## src/rtl/ipsmacge_ifddioout_mm.sv

```systemverilog
// rtl/ipsmacge_ifddioout_mm.sv - multi-mode GE transmit output stage (GMII / RGMII-1000 / RGMII-10/100)
// Optional: IPSMACGE_IFDDIOOUT_UNDERRUN_EN adds frame tracking and underrun fill with a sticky flag.
module ipsmacge_ifddioout_mm #(
  parameter int PIPE  = 1,
  parameter int QUIET = 4
) (
  input  logic       txclk,
  input  logic       txrst,
  input  logic [1:0] imode,
  input  logic       ivld,
  input  logic [7:0] idat,
  input  logic       ien,
  input  logic       ier,
  output logic       ordy,
  output logic [7:0] odat_h,
  output logic [7:0] odat_l,
  output logic       octl_h,
  output logic       octl_l,
  output logic [1:0] ocurmode,
  output logic       omodechg,
  output logic       ounderrun
);

  localparam logic [1:0] MODE_GMII  = 2'b00;
  localparam logic [1:0] MODE_R1000 = 2'b01;
  localparam logic [1:0] MODE_R100  = 2'b10;
  localparam logic [1:0] MODE_RSV   = 2'b11;

  typedef enum logic {NIB_LO, NIB_HI} nib_e;

  typedef struct packed {
    logic [7:0] dh;
    logic [7:0] dl;
    logic       ch;
    logic       cl;
  } word_t;

  logic [1:0] mode_q;
  nib_e       nib_q;
  logic [3:0] hi_nib_q;
  logic       hi_ch_q;
  logic       hi_cl_q;
  logic [3:0] quiet_q;
  logic       modechg_q;
  word_t      pipe_q [PIPE];

  logic  accept;
  logic  ur_slot;
  logic  apply;
  word_t word_d;

  // HI is only ever entered from the nibble flow, so LO alone gates acceptance.
  assign ordy   = ~txrst & (nib_q == NIB_LO);
  assign accept = ivld & ordy;
  assign apply  = (imode != mode_q) && (imode != MODE_RSV) &&
                  (quiet_q >= 4'(QUIET)) && (nib_q == NIB_LO);

`ifdef IPSMACGE_IFDDIOOUT_UNDERRUN_EN
  logic frame_q;
  logic underrun_q;

  assign ur_slot   = frame_q & ordy & ~ivld;
  assign ounderrun = underrun_q;

  always_ff @(posedge txclk) begin
    if (txrst) begin
      frame_q    <= 1'b0;
      underrun_q <= 1'b0;
    end else if (accept) begin
      if (ien && !frame_q) underrun_q <= 1'b0;
      frame_q <= ien;
    end else if (ur_slot) begin
      underrun_q <= 1'b1;
    end
  end
`else
  assign ur_slot   = 1'b0;
  assign ounderrun = 1'b0;
`endif

  always_comb begin
    word_d = '0;
    if (nib_q == NIB_HI) begin
      word_d = '{dh: {4'h0, hi_nib_q}, dl: {4'h0, hi_nib_q}, ch: hi_ch_q, cl: hi_cl_q};
    end else if (accept) begin
      case (mode_q)
        MODE_GMII:  word_d = '{dh: idat, dl: idat, ch: ien, cl: ier};
        MODE_R1000: word_d = '{dh: {4'h0, idat[3:0]}, dl: {4'h0, idat[7:4]}, ch: ien, cl: ien ^ ier};
        MODE_R100:  word_d = '{dh: {4'h0, idat[3:0]}, dl: {4'h0, idat[3:0]}, ch: ien, cl: ien ^ ier};
        default:    word_d = '0;
      endcase
    end else if (ur_slot) begin
      // Fill slot is data 0 with en=1/er=1; the RGMII control encoding folds that to octl_l=0.
      word_d = '{dh: 8'h00, dl: 8'h00, ch: 1'b1, cl: (mode_q == MODE_GMII)};
    end
  end

  always_ff @(posedge txclk) begin
    if (txrst) begin
      mode_q    <= MODE_GMII;
      nib_q     <= NIB_LO;
      hi_nib_q  <= 4'h0;
      hi_ch_q   <= 1'b0;
      hi_cl_q   <= 1'b0;
      quiet_q   <= 4'h0;
      modechg_q <= 1'b0;
      for (int i = 0; i < PIPE; i++) pipe_q[i] <= '0;
    end else begin
      modechg_q <= apply;
      if (apply) mode_q <= imode;

      // A byte accepted on the apply cycle still finishes its high nibble.
      if (nib_q == NIB_HI) begin
        nib_q <= NIB_LO;
      end else if (accept && mode_q == MODE_R100) begin
        nib_q    <= NIB_HI;
        hi_nib_q <= idat[7:4];
        hi_ch_q  <= ien;
        hi_cl_q  <= ien ^ ier;
      end

      if (accept && ien) begin
        quiet_q <= 4'h0;
      end else if (nib_q == NIB_LO && quiet_q != 4'hF) begin
        quiet_q <= quiet_q + 4'h1;
      end

      pipe_q[0] <= word_d;
      for (int i = 1; i < PIPE; i++) pipe_q[i] <= pipe_q[i-1];
    end
  end

  assign odat_h   = pipe_q[PIPE-1].dh;
  assign odat_l   = pipe_q[PIPE-1].dl;
  assign octl_h   = pipe_q[PIPE-1].ch;
  assign octl_l   = pipe_q[PIPE-1].cl;
  assign ocurmode = mode_q;
  assign omodechg = modechg_q;

endmodule

```

## config.mk

```make
export PLATFORM = sky130hd
export DESIGN_NAME = ipsmacge_ifddioout_mm
export DESIGN_NICKNAME = d
export VERILOG_FILES = /design/src/rtl/ipsmacge_ifddioout_mm.sv
export SDC_FILE = /design/constraint.sdc
export NUM_CORES = 1
export LEC_CHECK = 0
export ABC_AREA = 1
export BUFFER_PORTS_ARGS = -buffer_cell sky130_fd_sc_hd__buf_4
export CAP_MARGIN = 20
export CELL_PAD_IN_SITES_DETAIL_PLACEMENT = 0
export CELL_PAD_IN_SITES_GLOBAL_PLACEMENT = 1
export CORE_MARGIN = 8
export CORE_UTILIZATION = 38
export DETAILED_ROUTE_END_ITERATION = 7
export PLACE_DENSITY_LB_ADDON = 0.1
export SYNTH_ARGS = -nofsm -noshare
export SYNTH_HDL_FRONTEND = slang
export SYNTH_SLANG_ARGS = --single-unit
export TNS_END_PERCENT = 10
```

## constraint.sdc

```tcl
create_clock -name txclk -period 1.72 [get_ports txclk]
set_input_delay 0.086 -clock txclk [delete_from_list [all_inputs] [get_ports txclk]]
set_output_delay 0.086 -clock txclk [all_outputs]
set_load 0.02 [all_outputs]
```

==> flow_summary.ini <==
[die]
die_w_um = 72.60
rows = 20
die_height_um = 72.60
die_area_mm2 = 0.005271
io_pins = 38
core_area_mm2 = 0.003053
initial_utilization = 0.3988

[timing]
timing.hold.ws_ns = 0.0003215
slew_viol_final = 0
tns_ns = 0
grt_setup_unrepaired = no
hold_viol = 0
fin_worst_skew_ns = 0.006848
post-route-period-util = 0.8044
setup_viol = 0
finalCriticalPeriod_ns = 1.384
max_freq_ghz = 0.7228

[yosys]
syn_nets = 165
synth_commonest_cells = 40 x nand2_1, 28 x dfxtp_1, 15 x a21oi_1, 11 x inv_1
ys.flop_type = dfxtp_1
avgSynthCellArea_um2 = 8.171
synth_compound_area_frac = 0.1583
synth_top_family_by_area = simple AND/OR/NAND/NOR gates
synth-simple-area-share = 0.2436
synth_cells = 149
synthMuxAreaShare = 0
synth-edff-count = 0
synth_area_leaders = dfxtp_1 46%, nand2_1 12%, a21oi_1 6.2%
synth_most_common_cell = nand2_1
yosysWarnings = 0
asyncSetResetFlopFracSynth = 0
yosysUniqueCellTypes = 28
synth-xor-area-share = 0.01439
synth_top_area_cell = dfxtp_1
synth_top_area_frac = 0.4604
synth-adder-area-share = 0.01028
syn_area_mm2 = 0.001217
ys_ff_latch = 28
ys_seq_area_frac = 0.4604

[final_layout]
post-route-util = 0.5168
finalNetCount = 203
area_growth_pct = 29.60
fin_area_mm2 = 0.001578
antennaDiodeCount = 0
drive_gt1_frac = 0.3065

[critical_path]
slowest_delay_ns = 0.49
worst_setup_path_start_kind = flip-flop
regToRegStartpoint = nib_q
slowest_stage = dfxtp_1
crit_path_end_kind = flip-flop
worstPathRequired_ns = 2.00
path_cells = nor2_8, nand2_4, nor2_4, o21ai_0, a21oi_1
critical_path_class = flip-flop to flip-flop
critPathMaxFanout = 12
crit_start = nib_q
crit_arrival_ns = 1.67

[cts]
htreeDepth = 1
clkLatencyLatePin_ns = 0.34
postCtsSetupBuffers = 0
clk_pin_slew_ns = 0.16
clock_sinks = 28
root_buffer = clkbuf_4
clk_path_buf_depth = 2
cts_tree = built
cts_buffers = 3

[route]
drt-pass1-iter-count = 2
drt-total-wl_um = 2968
drc_errors = 0
via_count = 1044
drtIter0Drc = 90
via_per_inst = 4.539
ant_nets = 0
post_drt_wl_per_cell_um = 12.90

[flow_run]
max-cap-violations = 0

[grt]
grt_pass1_wl_um = 4588
grt_max_degree = 17
grt_pass1_vias = 916
antenna_found_initial = 0
grt_util_all_layers = 0.1107
grt_overflow = 0

[power]
pwr-share-clk = 0.336
p_seq_frac = 0.519
power.leakage_nw = 0.7268
p_int_uw = 991.7
swShare = 0.2478
pwr-share-comb = 0.145
power_mw = 1.318
ir_worst_vdd_mv = 0.4449
p_per_area_mw_per_mm2 = 835.6
netSwitchingPower_uw = 326.7

[min_path]
min_from = imode[1]
hp-class = input port to flip-flop

[outcome]
status = complete, no violations

[placed_design]
hpwlAfterDp_um = 2259
io_buffers = 36
placed_area_mm2 = 0.001475
place.gp.congestion = 0.7597
## state kept, by name, indices dropped and copies added, names as in the netlist
name,cells
ocurmode,2
omodechg,1
nib_q,1
hi_ch_q,1
quiet_q,4
hi_nib_q,4
hi_cl_q,1
pipe_q,14
## cells in the final DEF, fill, tap and decap left out, types with 2 or more instances in the layout
cell	instances
nand2_1	40
buf_4	36
dfxtp_1	28
a21oi_1	15
inv_1	11
nor2_1	8
o21ai_0	8
nor3_1	5
dlygate4sd3_1	5
nand3_1	4
o21ai_2	4
a21oi_2	3
clkbuf_4	3
inv_2	2
## metrics by stage
stage               cells  setup WS [ns]
floorplan             149         0.4911
global placement      221         0.4456
detailed placement    221         0.3776
CTS                   229         0.3483
global route          230         0.2381
finish                230         0.3365
## cell families (layout without fill, tap and decap cells)
group / after synthesis / count (layout)
fa+ha+maj: 1 / 1
compound gates: 31 / 31
xor+xnor: 2 / 2
flops: 28 / 28
buf+inv: 22 / 59
other cells: 1 / 1
simple gates: 64 / 64
## cell type report
cell class,count,area (um2)
fill,308,1475
sequential,28,560.5
multi-input combinational,99,523.0
timing repair buffer,41,320.3
inverter,14,66.31
tap,44,55.05
clock inverter,1,30.03
clock buffer,3,22.52
## timing repair
action,in CTS,in global routing
resized for setup,0,0
hold buffers,4,1
hold endpoints to repair,4,1
## layer usage
layer / track usage / vias up / routed length (um)
li1: - / 543 / -
met4: 0.04667 / 0 / 38
met3: 0.03709 / 4 / 169
met5: 0 / - / 0
met2: 0.1650 / 21 / 1355
met1: 0.1411 / 476 / 1404
## worst paths after layout
check	endpoint	slack, ns	cells after the start
worst min-delay path	ocurmode[1]	0.0003	3
worst min register to register	pipe_q[0][0]	0.49	2
worst max-delay path	hi_nib_q[1]	0.34	5
worst max register to register	hi_nib_q[1]	0.34	5
## worst max-delay path, delay by kind of cell (launching register included)
family          cells  cell delay [ns]
compound gates      2             0.25
simple gates        3             0.59
flops               1             0.49
## power groups by stage
stage | clock network, mW | registers [mW] | logic (mW)
4_1_cts | 0.446 | 0.684 | 0.191
3_3_place_gp | 0 | 0.697 | 0.183
2_1_floorplan | 0 | 0.713 | 0.0954
5_1_grt | 0.471 | 0.687 | 0.208
3_5_place_dp | 0 | 0.698 | 0.184
6_report | 0.443 | 0.684 | 0.191
Note: power is estimated with default switching activity, not from simulation.
